## src/rtl/V1_parameter.sv

```systemverilog
// rtl/V1_parameter.sv - shared widths, defaults and output-stage states for mac_accum
package V1_parameter;

   localparam int S_DEF     = 8;
   localparam int N_ACC_DEF = 4;

   // Exact sum width: N_ACC samples of 2*S bits never overflow this many bits.
   function automatic int acc_width(input int s, input int n_acc);
      return 2 * s + $clog2(n_acc);
   endfunction

   localparam int ACC_W_DEF = acc_width(S_DEF, N_ACC_DEF);

   typedef enum logic {
      OUT_EMPTY = 1'b0,
      OUT_FULL  = 1'b1
   } out_state_t;

endpackage

```

## src/rtl/mac_accum.sv

```systemverilog
// rtl/mac_accum.sv - frame accumulator summing N_ACC unsigned samples with a one-entry output register
module mac_accum
   import V1_parameter::*;
#(
   parameter  int S     = S_DEF,
   parameter  int N_ACC = N_ACC_DEF,
   localparam int ACC_W = acc_width(S, N_ACC),
   localparam int CW    = $clog2(N_ACC)
) (
   input  logic             clk,
   input  logic             reset,
   input  logic             in_valid,
   input  logic [2*S-1:0]   in_data,
   output logic             in_ready,
   input  logic             clear,
   output logic             out_valid,
   output logic [ACC_W-1:0] out_sum,
   input  logic             out_ready,
   output logic [CW-1:0]    frame_cnt
);

   localparam logic [CW-1:0] LAST_CNT = CW'(N_ACC - 1);

   out_state_t       state;
   logic [ACC_W-1:0] acc;
   logic [ACC_W-1:0] sum_next;
   logic             last_slot;
   logic             accept;
   logic             complete;
   logic             pop;

   assign last_slot = (frame_cnt == LAST_CNT);
   assign out_valid = (state == OUT_FULL);

   // Only the completing sample needs the output register, so only it is held back.
   assign in_ready  = !out_valid || out_ready || !last_slot;
   assign accept    = in_valid && in_ready && !clear;
   assign complete  = accept && last_slot;
   assign pop       = out_valid && out_ready;
   assign sum_next  = acc + ACC_W'(in_data);

   always_ff @(posedge clk or negedge reset) begin
      if (!reset) begin
         acc       <= '0;
         frame_cnt <= '0;
      end else if (clear) begin
         acc       <= '0;
         frame_cnt <= '0;
      end else if (accept) begin
         if (last_slot) begin
            acc       <= '0;
            frame_cnt <= '0;
         end else begin
            acc       <= sum_next;
            frame_cnt <= frame_cnt + 1'b1;
         end
      end
   end

   // A completion in the same cycle as a pop refills the register without a bubble.
   always_ff @(posedge clk or negedge reset) begin
      if (!reset) begin
         state   <= OUT_EMPTY;
         out_sum <= '0;
      end else begin
         if (complete) begin
            out_sum <= sum_next;
         end
         case (state)
            OUT_EMPTY: if (complete)         state <= OUT_FULL;
            OUT_FULL:  if (pop && !complete) state <= OUT_EMPTY;
            default:                         state <= OUT_EMPTY;
         endcase
      end
   end

endmodule

```

## config.mk

```make
export PLATFORM = sky130hd
export DESIGN_NAME = mac_accum
export DESIGN_NICKNAME = d
export VERILOG_FILES = /design/src/rtl/V1_parameter.sv /design/src/rtl/mac_accum.sv
export SDC_FILE = /design/constraint.sdc
export NUM_CORES = 1
export LEC_CHECK = 0
export ABC_AREA = 1
export CORE_AREA = 2 2 87 89
export DETAILED_ROUTE_END_ITERATION = 12
export DIE_AREA = 0 0 89 91
export GPL_TIMING_DRIVEN = 1
export SLEW_MARGIN = 20
export SYNTH_ARGS = -nofsm -noshare
export SYNTH_HDL_FRONTEND = slang
export SYNTH_SLANG_ARGS = --single-unit
```

## constraint.sdc

```tcl
create_clock -name clk -period 1.7 [get_ports clk]
set_input_delay 0.255 -clock clk [delete_from_list [all_inputs] [get_ports clk]]
set_output_delay 0.255 -clock clk [all_outputs]
set_load 0.05 [all_outputs]
```

# --- Yosys cells after proc, flatten, opt, wreduce, memory -nomap -nowiden ---
# Index checks and enable logic that the tools add are counted.
word_totals:
  output_inout_bits: 22
  in_bits: 21
  wordCells: 29
  register_bits: 39
classes:
  bitwise_logic: 1
  n_eq_ne: 1
  reduce_logical: 12
  mux: 9
  n_addsub: 2
op_table:
  columns: ["cell", "n"]
  rows:
  - ["18-bit 2-to-1 mux", 3]
  - ["18-bit by 16-bit adder with 18-bit output", 1]
  - ["2-bit 2-to-1 mux", 3]
  - ["1-bit logical AND", 5]
  - ["1-bit zero test", 4]
  - ["2-bit by 1-bit adder with 2-bit output, second input constant", 1]
  - ["2-bit equality test, second input constant", 1]
  - ["1-bit logical OR", 2]
  - ["1-bit 2-to-1 mux", 2]
  - ["1-bit case mux with 2 select lines", 1]
  - ["2-bit nonzero test", 1]
  - ["1-bit inverter", 1]

# --- Depth between registers and ports, before layout ---
# Gate-level depths: netlist of the first run.
logic_depth:
  word_depth: 10
  mapped_depth: 12
  ltp_nobuf: 12

# --- Worst setup path after synthesis of the first run ---
# Ideal clock, no wire load.
synth_path:
  kind: "register to register"
  start: "register frame_cnt[0]"
  end: "register out_sum[4]"
  arrival_ps: 1831
  period_less_slack_ps: 1960
  slack_ps: -260
  setup_ps: 129
  required_ps: 1571
  stages_incl_launch_ff: 9
  n_path_buf: 1
  cell_sequence: "dfrtp_1 > ha_1 > nand2_2 > nand2_1 > nor2_2 > nand2_2 > buf_4 > nand2_1 > o21ai_0"
synth_between:
  elab_chain_len: 6
synth_lines:
  columns: ["element", "line_no", "text"]
  rows:
  - ["from (decl)", "mac_accum.sv:19", "output logic [CW-1:0] frame_cnt"]
  - ["from (signal assigned)", "mac_accum.sv:55", "frame_cnt <= frame_cnt + 1'b1;"]
  - ["2-bit equality test", "mac_accum.sv:32", "assign last_slot = (frame_cnt == LAST_CNT);"]
  - ["1-bit zero test", "mac_accum.sv:36", "assign in_ready = !out_valid || out_ready || !last_slot;"]
  - ["1-bit logical OR", "mac_accum.sv:36", null]
  - ["named net in_ready", "mac_accum.sv:14", "output logic in_ready,"]
  - ["1-bit logical AND (2 in series)", "mac_accum.sv:37", "assign accept = in_valid && in_ready && !clear;"]
  - ["1-bit logical AND", "mac_accum.sv:38", "assign complete = accept && last_slot;"]
  - ["to (signal assigned)", "mac_accum.sv:67", "out_sum <= sum_next;"]
  - ["to (decl)", "mac_accum.sv:17", "output logic [ACC_W-1:0] out_sum,"]
# The timed path passes the listed nets, and every way through them passes these cells.
# A chain may end at the register's enable or synchronous reset.

# --- Final worst setup path of the first run ---
layout_path:
  start: "input in_data[0]"
  end: "register out_sum[8]"
layout_between:
  elab_chain_len: 1
layout_lines:
  columns: ["element", "line_no", "text"]
  rows:
  - ["from (decl)", "mac_accum.sv:13", "input logic [2*S-1:0] in_data,"]
  - ["18-bit by 16-bit adder with 18-bit output", "mac_accum.sv:40", "assign sum_next = acc + ACC_W'(in_data);"]
# No other way between the ends.

==> results of run 1 <==
==> layout make-up <==
class                           count  area [µm²]  area share
Timing Repair Buffer               74         653       0.182
Multi-Input combinational cell    259        1650       0.460
Inverter                           24        90.1      0.0251
Clock buffer                        5        68.8      0.0192
Clock inverter                      3        20.0     0.00558
Sequential cell                    39         980       0.273
Tap cell                           99         124      0.0345
==> stage by stage <==
step | cell area [µm²] | hold WS, ns | total power (W) | utilization
after floorplan | 2470 | -0.0406 | 0.00206 | -
after global placement | 3150 | 0.229 | 0.00255 | 0.441
after detailed placement | 3150 | 0.246 | 0.00256 | 0.441
after CTS | 3280 | 0.456 | 0.00325 | 0.460
after global routing | 3590 | 0.503 | 0.00365 | 0.503
final | 3590 | 0.435 | 0.00342 | 0.503
==> cells in the final DEF (no fill, tap or decap), types with 2 or more instances in the layout <==
master           netlist  final
ha_1                  17      2
a21oi_2                3      8
nor2_2                 4      4
nand2_4                0      2
clkdlybuf4s50_1        0     14
nand2_1              127    115
nand3_2                1      4
clkbuf_8               0      5
xnor2_1                4      2
ha_4                   0     15
dlymetal6s2s_1         0      5
inv_1                 22     20
inv_2                  2      4
clkinvlp_4             0      2
nand3_1               28     24
dfrtp_2                0      3
o21ai_0               15     15
nor2_1                18     17
and2_1                 2      2
buf_4                  2     50
dfrtp_1               39     36
nand3b_1               9      9
nand2_2                6     16
o21ai_1                6      6
buf_12                 0      3
a21oi_1               12      7
==> cell families after synthesis <==
kind of cell | Yosys count | share of synthesized area
xor+xnor | 5 | 0.0179
fa+ha+maj | 18 | 0.0950
buf+inv | 30 | 0.0562
simple gates | 199 | 0.351
compound gates | 37 | 0.0817
flops | 39 | 0.398
==> worst paths after layout <==
kind	slack (ns)	end	cells past startpoint	start
worst max-delay path	-0.02	out_sum[8]	10	in_data[0]
worst min-delay path	0.44	out_sum[3]	2	reset
worst max register to register	0	out_sum[8]	9	acc[0]
worst min register to register	0.49	out_sum[14]	2	out_sum[14]
max in group asynchronous	0.78	out_sum[16]	3	reset
min in group clk	0.49	out_sum[14]	2	out_sum[14]
==> routing by layer <==
metal / wire length, µm / vias up
met5: 0 / -
met4: 124 / 0
met3: 337 / 8
met2: 2940 / 55
met1: 3220 / 1059
li1: - / 1212
==> power groups by stage <==
| stage | Sequential (W) | Combinational [W] | Clock (W) |
|---|---|---|---|
| after global routing | 0.00120 | 0.00173 | 0.000716 |
| after floorplan | 0.00148 | 0.000582 | 0 |
| after CTS | 0.00116 | 0.00142 | 0.000672 |
| final | 0.00118 | 0.00159 | 0.000653 |
| after global placement | 0.00118 | 0.00137 | 0 |
| after detailed placement | 0.00118 | 0.00138 | 0 |
==> registers in the layout, indices dropped and copies added, names as in the netlist <==
name       flops
acc           18
out_valid      1
out_sum       18
frame_cnt      2
==> repair_timing <==
item	4_1_cts	5_1_grt
resized for setup	9	47
hold buffers	1	0
pin swaps	0	18
setup endpoints to repair	12	32
endpoints found under the hold margin	18	0
buffers inserted	0	4
==> results.md, run 1 <==
* CTS Buf Count at 5
* Layout cells sized above 1 at 0.307
* Psw at 0.00142 W
* Peak supply drop at 0.439 mV
* ANT nets after route at 0
* GR Layer Usage met1 at 0.252
* Clock power frac at 0.191
* Final hold vios at 0
* CP most frequent cell: nand2_2
* Main area contributors after synthesis: dfrtp_1, nand2_1, ha_1
* # rows at 31
* Relative slew slack at 0.688
* Final period util at 1.01
* Crit end category: flip-flop
* Starting Density at 0.343
* Number of I/O pins at 43
* Filler Cells Inserted at 699
* Status: complete, but fails checks
* Syn Inst Count at 328
* Commonest cells in the netlist: nand2_1, dfrtp_1, nand3_1
* Setup violation total in the final timing report at 2
* Number of synthesized register bits at 39
* Antenna violations before repair at 0
* Core area at 7140 µm²
* Final Max Tran Viols at 0
* Cell type with the largest total area after synthesis: dfrtp_1
* Clock Latency Late Sink at 0.29 ns
* Area Growth Syn to Fin at 46.4%
* Syn avg cell area at 7.47 µm²
* H-tree depth at 2
* Non-Filler Instances at 503
* Overall Global Routing Usage at 0.168
* Critical Path RT at 1.89 ns
* CTS Buffer Depth at 2
* Die area at 8100 µm²
* Antenna cells at 0
* Failing checks: negative setup slack
* Routed vias at 2334
* Number of port buffers at 42
* Setup crit start kind: input pin
* Unrepaired setup endpoints after global routing: true
* Number of warnings issued by yosys at 0
* Slowest stage delay, CP at 0.46 ns
* Final worst setup slack at -0.0191 ns
* Power density cells at 954 nW/µm²
* Synth unique cells at 26
* Yosys top cell area share at 0.398
* Critical path buffers and inverters at 1
* Skew final at 0.00738 ns
* Post-Route WL at 6630 µm
* DRT Pass-1 Iters at 4
* Met2 Use GR at 0.249
* Largest net degree at the start of global routing at 22
* Async S/R FF share, synth at 1.00
* DRC errors left at 0
* Routed wire per std cell at 13.2 µm
* GR Layer Usage met3 at 0.0291
* Setup_tns at -0.0228 ns
* Die Ht at 91 µm
* CTS tree: yes
* Global-route wire length before repair at 10800 µm
* Post-Place Cells at 490
* Placer Congestion at 0.928
* Worst Path Class, Setup: in2reg
* Crit-path leading delay family: simple AND/OR/NAND/NOR gates
* Most numerous cell in the Yosys netlist: nand2_1
* CP Max Fanout at 4
* Share of power burned in registers at 0.346
* Leak pwr at 1.81 nW
* Shortest period the worst path allows at 1.72 ns
* Most used routing layer: met1
* Comb pwr share at 0.464
* Root Buffer Master: clkbuf_8
* Sequential area share after synthesis at 0.398
* Critical-path cell list: clkdlybuf4s50_1 > ha_4 > fa_2 > nand3_2 > nand2_2 > nand2_2 > nand2_4 > or2_1 > nand3_1 > nand2_1
* Mapped cell area at 2450 µm²
* Setup Slack @ Placement at -0.381 ns
* GRT Residual Overflow at 0
* Crit path DAT at 1.91 ns
* Vias per inst at 4.64
* Post-synth EDFFs at 0
* CTS sink count at 39
* CP max-delay cell: clkdlybuf4s50_1
* Die W at 89 µm
* Vias in the first global route at 2293
* Clock slew seen by the registers of the worst setup and hold paths at 0.09 ns
* Hpwl dp at 4780 µm
* Hold Path Class: in2async
* Net Sw Frac at 0.414
* Worst Tran Pin Value at 0.467 ns
* Number of max-cap violations at 0
* Nets@finish at 442
* DR iter-0 viols at 110
* Max Clock Freq at 0.582 GHz
* Ys flop type: dfrtp_1
* Mapped Nets at 367
* P_int at 0.00201 W
Note: power is estimated with default switching activity, not from simulation.
==> run 2: changes to the inputs <==
--- a/config.mk
+++ b/config.mk
@@ -10,6 +10,7 @@
 export DETAILED_ROUTE_END_ITERATION = 12
 export DIE_AREA = 0 0 89 91
 export GPL_TIMING_DRIVEN = 1
+export SETUP_SLACK_MARGIN = 0.4
 export SLEW_MARGIN = 20
 export SYNTH_ARGS = -nofsm -noshare
 export SYNTH_HDL_FRONTEND = slang
==> run 2 against run 1 <==
Net effect: the run still ends with negative setup slack left; die area unchanged; flip-flop and latch count is the same; global-route usage is 0.79 points higher; total power increased by 13%; critical path depth stayed put; clock power is 28% higher; routed wire length grew 6.7%; setup slack lost 0.013 ns; combinational power up 16%; sequential power barely moved; core utilization increased by 7.3 points.
==> results.md, run 2 (synthesis gave the netlist of run 1 again) <==
* Leak pwr at 2.00 nW (+11%)
* Root Buffer Master: clkbuf_8
* H-tree depth at 2 (unchanged)
* Number of max-cap violations at 0 (unchanged)
* DR iter-0 viols at 95 (-14%)
* Non-Filler Instances at 517 (+2.8%)
* Design Power at 0.00386 W (+13%)
* Setup_tns at -0.170 ns (-0.147 ns)
* Crit end category: flip-flop
* Max Clock Freq at 0.577 GHz (-0.74%)
* CTS Buf Count at 5 (unchanged)
* Nets@finish at 456 (+3.2%)
* CTS tree: yes
* Layout Utilization at 0.576 (+0.0733)
* DRT Pass-1 Iters at 4 (unchanged)
* CTS sink count at 39 (unchanged)
* Biggest regs: acc: 18 flops, out_sum: 18 flops, frame_cnt: 2 flops
* Die W at 89 µm (unchanged)
* Setup Slack @ Placement at -0.341 ns (+0.0395 ns)
* Clock slew seen by the registers of the worst setup and hold paths at 0.09 ns (about the same)
* Failing checks: negative setup slack
* Final Max Tran Viols at 0 (unchanged)
* Shortest period the worst path allows at 1.73 ns (+0.0129 ns)
* Final worst setup slack at -0.0319 ns (-0.0129 ns)
* Vias in the first global route at 2446 (+6.7%)
* Worst Path Class, Setup: in2reg
* Largest net degree at the start of global routing at 24 (+9.1%)
* Core area at 7140 µm² (unchanged)
* Hpwl dp at 4890 µm (+2.5%)
* Placer Congestion at 0.889 (-4.2%)
* Final hold vios at 0 (unchanged)
* Relative slew slack at 0.722 (+0.0340)
* Critical Path RT at 1.89 ns (about the same)
* Most frequent cells in the layout: nand2_1, buf_4, dfrtp_1
* Number of I/O pins at 43 (unchanged)
* Setup crit start kind: input pin
* Global-route wire length before repair at 11300 µm (+5.2%)
* Post-Route WL at 7070 µm (+6.7%)
* Overall Global Routing Usage at 0.176 (+0.00785)
* Vias per inst at 4.81 (+3.7%)
* Antenna violations before repair at 0 (unchanged)
* Die area at 8100 µm² (unchanged)
* Crit path DAT at 1.92 ns (about the same)
* Routed vias at 2488 (+6.6%)
* Setup violation total in the final timing report at 11 (+9)
* GRT Residual Overflow at 0 (unchanged)
* CP Max Fanout at 3 (-1)
* Area Growth Syn to Fin at 67.8%
* Routed wire per std cell at 13.7 µm (+3.8%)
* Clock Latency Late Sink at 0.30 ns (about the same)
* Number of port buffers at 42 (unchanged)
* # rows at 31 (unchanged)
* Final period util at 1.02 (+0.00756)
* CTS Buffer Depth at 2 (unchanged)
* DRC errors left at 0 (unchanged)
* Post-Place Cells at 487 (-0.61%)
* Peak supply drop at 0.484 mV (+10%)
* Antenna cells at 0 (unchanged)
* Die Ht at 91 µm (unchanged)
* Status: complete, but fails checks
* Worst Tran Pin Value at 0.416 ns (-0.0510 ns)
* Most common cell after layout, fill and taps aside: nand2_1
* Power density cells at 940 nW/µm² (-1.5%)
* Unrepaired setup endpoints after global routing: true
* Starting Density at 0.343 (unchanged)
* ANT nets after route at 0 (unchanged)
* Hold Path Class: in2reg
* Skew final at 0.00707 ns (-0.000308 ns)
* Layout cells sized above 1 at 0.471 (+0.164)
-- run 2: cell count changes in the layout (fill, tap and decap cells not counted), sizes merged --
cell / delta
inv: -1
clkinvlp: -2
clkbuf: +1
buf: +14
dlymetal6s2s: -5
clkinv: +1
bufinv: +1
dlygate4sd2: +10
clkdlybuf4s50: -5
-- run 2: layout make-up --
cell class,count,area (µm²)
clock buffers,6,82.6
inverters,24,95.1
fillers,637,3030
repair buffers,88,811
multi-input cells,259,1980
clock inverters,2,35.0
flip-flops and latches,39,981
well taps,99,124
-- run 2: layer usage --
layer	wire (µm)	GRT usage	part of all wire	vias up
met1	3130	0.226	0.44	1191
met3	206	0.0227	0.029	7
met5	0	0	0	-
li1	-	-	-	1245
met2	3660	0.310	0.52	45
met4	69	0.0410	0.0098	0
-- run 2: what timing repair did --
action	CTS	global route
pin swaps	20	42
gates resized for setup	78	57
setup endpoints to repair	40	41
setup buffers	11	10
hold buffers	1	0
endpoints found under the hold margin	16	0
-- run 2: power by group --
group / leakage (nW) / total [W] / switching (W) / internal [W]
logic: 1.42 / 0.00185 / 0.00106 / 0.000786
clock network: 0.0612 / 0.000833 / 0.000357 / 0.000476
registers: 0.519 / 0.00118 / 0.000113 / 0.00107
total: 2.00 / 0.00386 / 0.00153 / 0.00233
-- run 2: critical path, cell delays in order --
cell,delay [ns]
clkdlybuf4s50_1,0.45
ha_4,0.18
fa_2,0.34
nand3_2,0.09
nand2_2,0.08
nand3_2,0.09
nand2_2,0.06
buf_4,0.14
xnor2_2,0.16
o21ai_1,0.07
-- run 2: path summary, 6_finish.rpt --
| kind | start | end | slack [ns] | cells past startpoint |
|---|---|---|---|---|
| worst max register to register | acc[0] | acc[6] | -0.03 | 9 |
| max in group asynchronous | reset | out_valid | 0.81 | 3 |
| worst min-delay path | out_ready | out_valid | 0.35 | 2 |
| worst max-delay path | in_data[0] | acc[6] | -0.03 | 10 |
| min in group asynchronous | reset | out_sum[1] | 0.42 | 2 |
| worst min register to register | out_sum[10] | out_sum[10] | 0.48 | 2 |
-- run 2: stage by stage --
stage               instance area [µm²]  hold slack, ns
floorplan                          2630         -0.0406
global placement                   3280           0.213
detailed placement                 3280           0.214
CTS                                3780           0.350
global route                       4110           0.354
finish                             4110           0.349
==> run 3: changes to the inputs <==
--- a/config.mk
+++ b/config.mk
@@ -9,9 +9,10 @@
 export CORE_AREA = 2 2 87 89
 export DETAILED_ROUTE_END_ITERATION = 12
 export DIE_AREA = 0 0 89 91
+export GPL_ROUTABILITY_DRIVEN = 0
 export GPL_TIMING_DRIVEN = 1
 export SETUP_SLACK_MARGIN = 0.4
-export SLEW_MARGIN = 20
+export SLEW_MARGIN = 40
 export SYNTH_ARGS = -nofsm -noshare
 export SYNTH_HDL_FRONTEND = slang
 export SYNTH_SLANG_ARGS = --single-unit
==> constraint.sdc (replaced) <==
create_clock -name clk -period 1.8 [get_ports clk]
set_input_delay 0.27 -clock clk [delete_from_list [all_inputs] [get_ports clk]]
set_output_delay 0.27 -clock clk [all_outputs]
set_load 0.05 [all_outputs]
==> run 3 against run 2 <==
Net effect: critical path depth rose by 1; clock-buffer cell count unchanged; non-clock buffer count fell by 1; largest cell class unchanged; setup slack better by 0.084 ns; die area unchanged; critical endpoint is now out_sum[14]; the flow now finishes without violations; clock power is 4.2% lower; core utilization decreased by 1.2 points.
==> results.md, run 3 (synthesis gave the netlist of run 1 again) <==
* Setup violation total in the final timing report at 0 (-11)
* Area Growth Syn to Fin at 64.2%
* Die W at 89 µm (unchanged)
* Setup Slack @ Placement at -0.290 ns (+0.0511 ns)
* Post-Route WL at 6900 µm (-2.5%)
* Final hold vios at 0 (unchanged)
* R2r setup slk at 0.05 ns (+0.08 ns)
* Number of port buffers at 42 (unchanged)
* ANT nets after route at 0 (unchanged)
* Most common cell after layout, fill and taps aside: nand2_1
* Worst Path Class, Setup: reg2reg
* Layout cells sized above 1 at 0.444 (-0.0276)
* Filler Cells Inserted at 643 (+0.94%)
* Final Max Tran Viols at 0 (unchanged)
* Vias per inst at 4.74 (-1.5%)
* Routed wire per std cell at 13.4 µm (-2.3%)
* CTS Buf Count at 5 (unchanged)
* Max Clock Freq at 0.572 GHz
* Status: completed
* Slowest stage delay, CP at 0.42 ns (-0.03 ns)
* Crit path DAT at 1.99 ns (+0.07 ns)
* # rows at 31 (unchanged)
* DR iter-0 viols at 141 (+48%)
* CP max-delay cell: dfrtp_1
* Critical Path RT at 2.04 ns (+0.15 ns)
* Nets@finish at 455 (-0.22%)
* Post-Place Cells at 490 (+0.62%)
* Die area at 8100 µm² (unchanged)
* Critical path buffers and inverters at 0 (-2)
* Overall Global Routing Usage at 0.169 (-0.00702)
* Crit end category: flip-flop
* Number of max-cap violations at 0 (unchanged)
* H-tree depth at 2 (unchanged)
* GRT Residual Overflow at 0 (unchanged)
* Crit-path leading delay family: simple AND/OR/NAND/NOR gates
* Leak pwr at 1.98 nW (-1.1%)
* Skew final at 0.00755 ns (+0.000479 ns)
* Hold Path Class: in2reg
* CTS sink count at 39 (unchanged)
* Shortest period the worst path allows at 1.75 ns
* Power density cells at 900 nW/µm² (-4.2%)
* Root Buffer Master: clkbuf_8
* Antenna violations before repair at 0 (unchanged)
* Worst Tran Pin Value at 0.297 ns (-0.120 ns)
* Routed vias at 2447 (-1.6%)
* Non-Filler Instances at 516 (-0.19%)
* Antenna cells at 0 (unchanged)
* Final worst setup slack at 0.0525 ns (+0.0844 ns)
* Unrepaired setup endpoints after global routing: true
* Starting Density at 0.343 (unchanged)
* Vias in the first global route at 2359 (-3.6%)
* Peak supply drop at 0.464 mV (-4.2%)
* Core area at 7140 µm² (unchanged)
* Critical-path cell list: ha_4 > fa_2 > nand3_2 > nand2_2 > nand3_1 > nand2_2 > nand2_2 > nand2_1 > nand2_1 > nand3_1 > nand2_1
* Global-route wire length before repair at 10800 µm (-4.9%)
* Die Ht at 91 µm (unchanged)
* Hpwl dp at 4950 µm (+1.2%)
* Number of I/O pins at 43 (unchanged)
* Largest net degree at the start of global routing at 16 (-33%)
* DRC errors left at 0 (unchanged)
* Relative slew slack at 0.802 (+0.0799)
* CP Max Fanout at 3 (unchanged)
* Clock slew seen by the registers of the worst setup and hold paths at 0.09 ns (about the same)
* Biggest regs: acc: 18 flops, out_sum: 18 flops, frame_cnt: 2 flops
* CTS tree: yes
* Final period util at 0.971
* CTS Buffer Depth at 2 (unchanged)
* Setup crit start kind: flip-flop
* Clock Latency Late Sink at 0.30 ns (about the same)
* DRT Pass-1 Iters at 4 (unchanged)
* Most frequent cells in the layout: nand2_1, buf_4, dfrtp_1
==> run 3: cell count changes in the layout (fill, tap and decap cells not counted), moves of 2 or more <==
cell / previous run / this run
buf_12: 5 / 1
buf_6: 10 / 8
buf_8: 2 / 0
clkdlybuf4s15_2: 0 / 7
clkdlybuf4s50_1: 9 / 7
dlymetal6s2s_1: 0 / 2
nand2_1: 91 / 95
nand2_2: 31 / 28
nand3_1: 12 / 14
nand3_2: 15 / 13
nor2_2: 5 / 3
nor2_4: 6 / 8
xnor2_2: 2 / 0
==> run 3: final cells by class <==
class                           instances  area (µm²)  share of cell area
Multi-Input combinational cell        259        1950               0.484
Sequential cell                        39         980               0.243
Timing Repair Buffer                   87         762               0.189
Tap cell                               99         124              0.0308
Inverter                               24        92.6              0.0230
Clock buffer                            6        82.6              0.0205
Clock inverter                          2        35.0             0.00871
==> run 3: where the power goes <==
part / total, W / internal, W / switching (W)
Clock: 0.000798 / 0.000449 / 0.000349
Sequential: 0.00111 / 0.00101 / 0.0000980
Combinational: 0.00172 / 0.000724 / 0.000993
Total: 0.00362 / 0.00218 / 0.00144
==> run 3: routing by layer <==
layer  share of wire  global-route usage  vias to the layer above
li1                -                   -                     1237
met1            0.45               0.227                     1142
met2            0.49               0.281                       58
met3           0.042              0.0255                       10
met4           0.016              0.0460                        0
met5               0                   0                        -
==> run 3: metrics by stage <==
stage / TNS [ns] / power [W] / hold WS, ns / util / instance area (µm²)
finish: 0 / 0.00362 / 0.357 / 0.564 / 4020
global placement: -5.08 / 0.00244 / 0.167 / 0.459 / 3280
global route: -0.566 / 0.00383 / 0.380 / 0.564 / 4020
detailed placement: -5.61 / 0.00246 / 0.166 / 0.459 / 3280
floorplan: 0 / 0.00200 / -0.0256 / - / 2620
CTS: 0 / 0.00340 / 0.363 / 0.510 / 3640
==> run 3: final timing paths <==
kind | startpoint | endpoint | cells after the start
setup / recovery | acc[0] | out_sum[14] | 11
hold / removal | out_ready | out_valid | 2
setup reg to reg | acc[0] | out_sum[14] | 11
hold reg to reg | out_sum[11] | out_sum[11] | 2
max in group asynchronous | reset | acc[15] | 3
min in group asynchronous | reset | out_sum[2] | 2
==> run 3: repair_timing <==
| action | 4_1_cts | 5_1_grt |
|---|---|---|
| resized for setup | 66 | 72 |
| setup buffers | 7 | 10 |
| endpoints found under the hold margin | 11 | 0 |
| pin swaps | 13 | 33 |
| hold buffers | 1 | 0 |
| endpoints found under the setup margin | 46 | 39 |
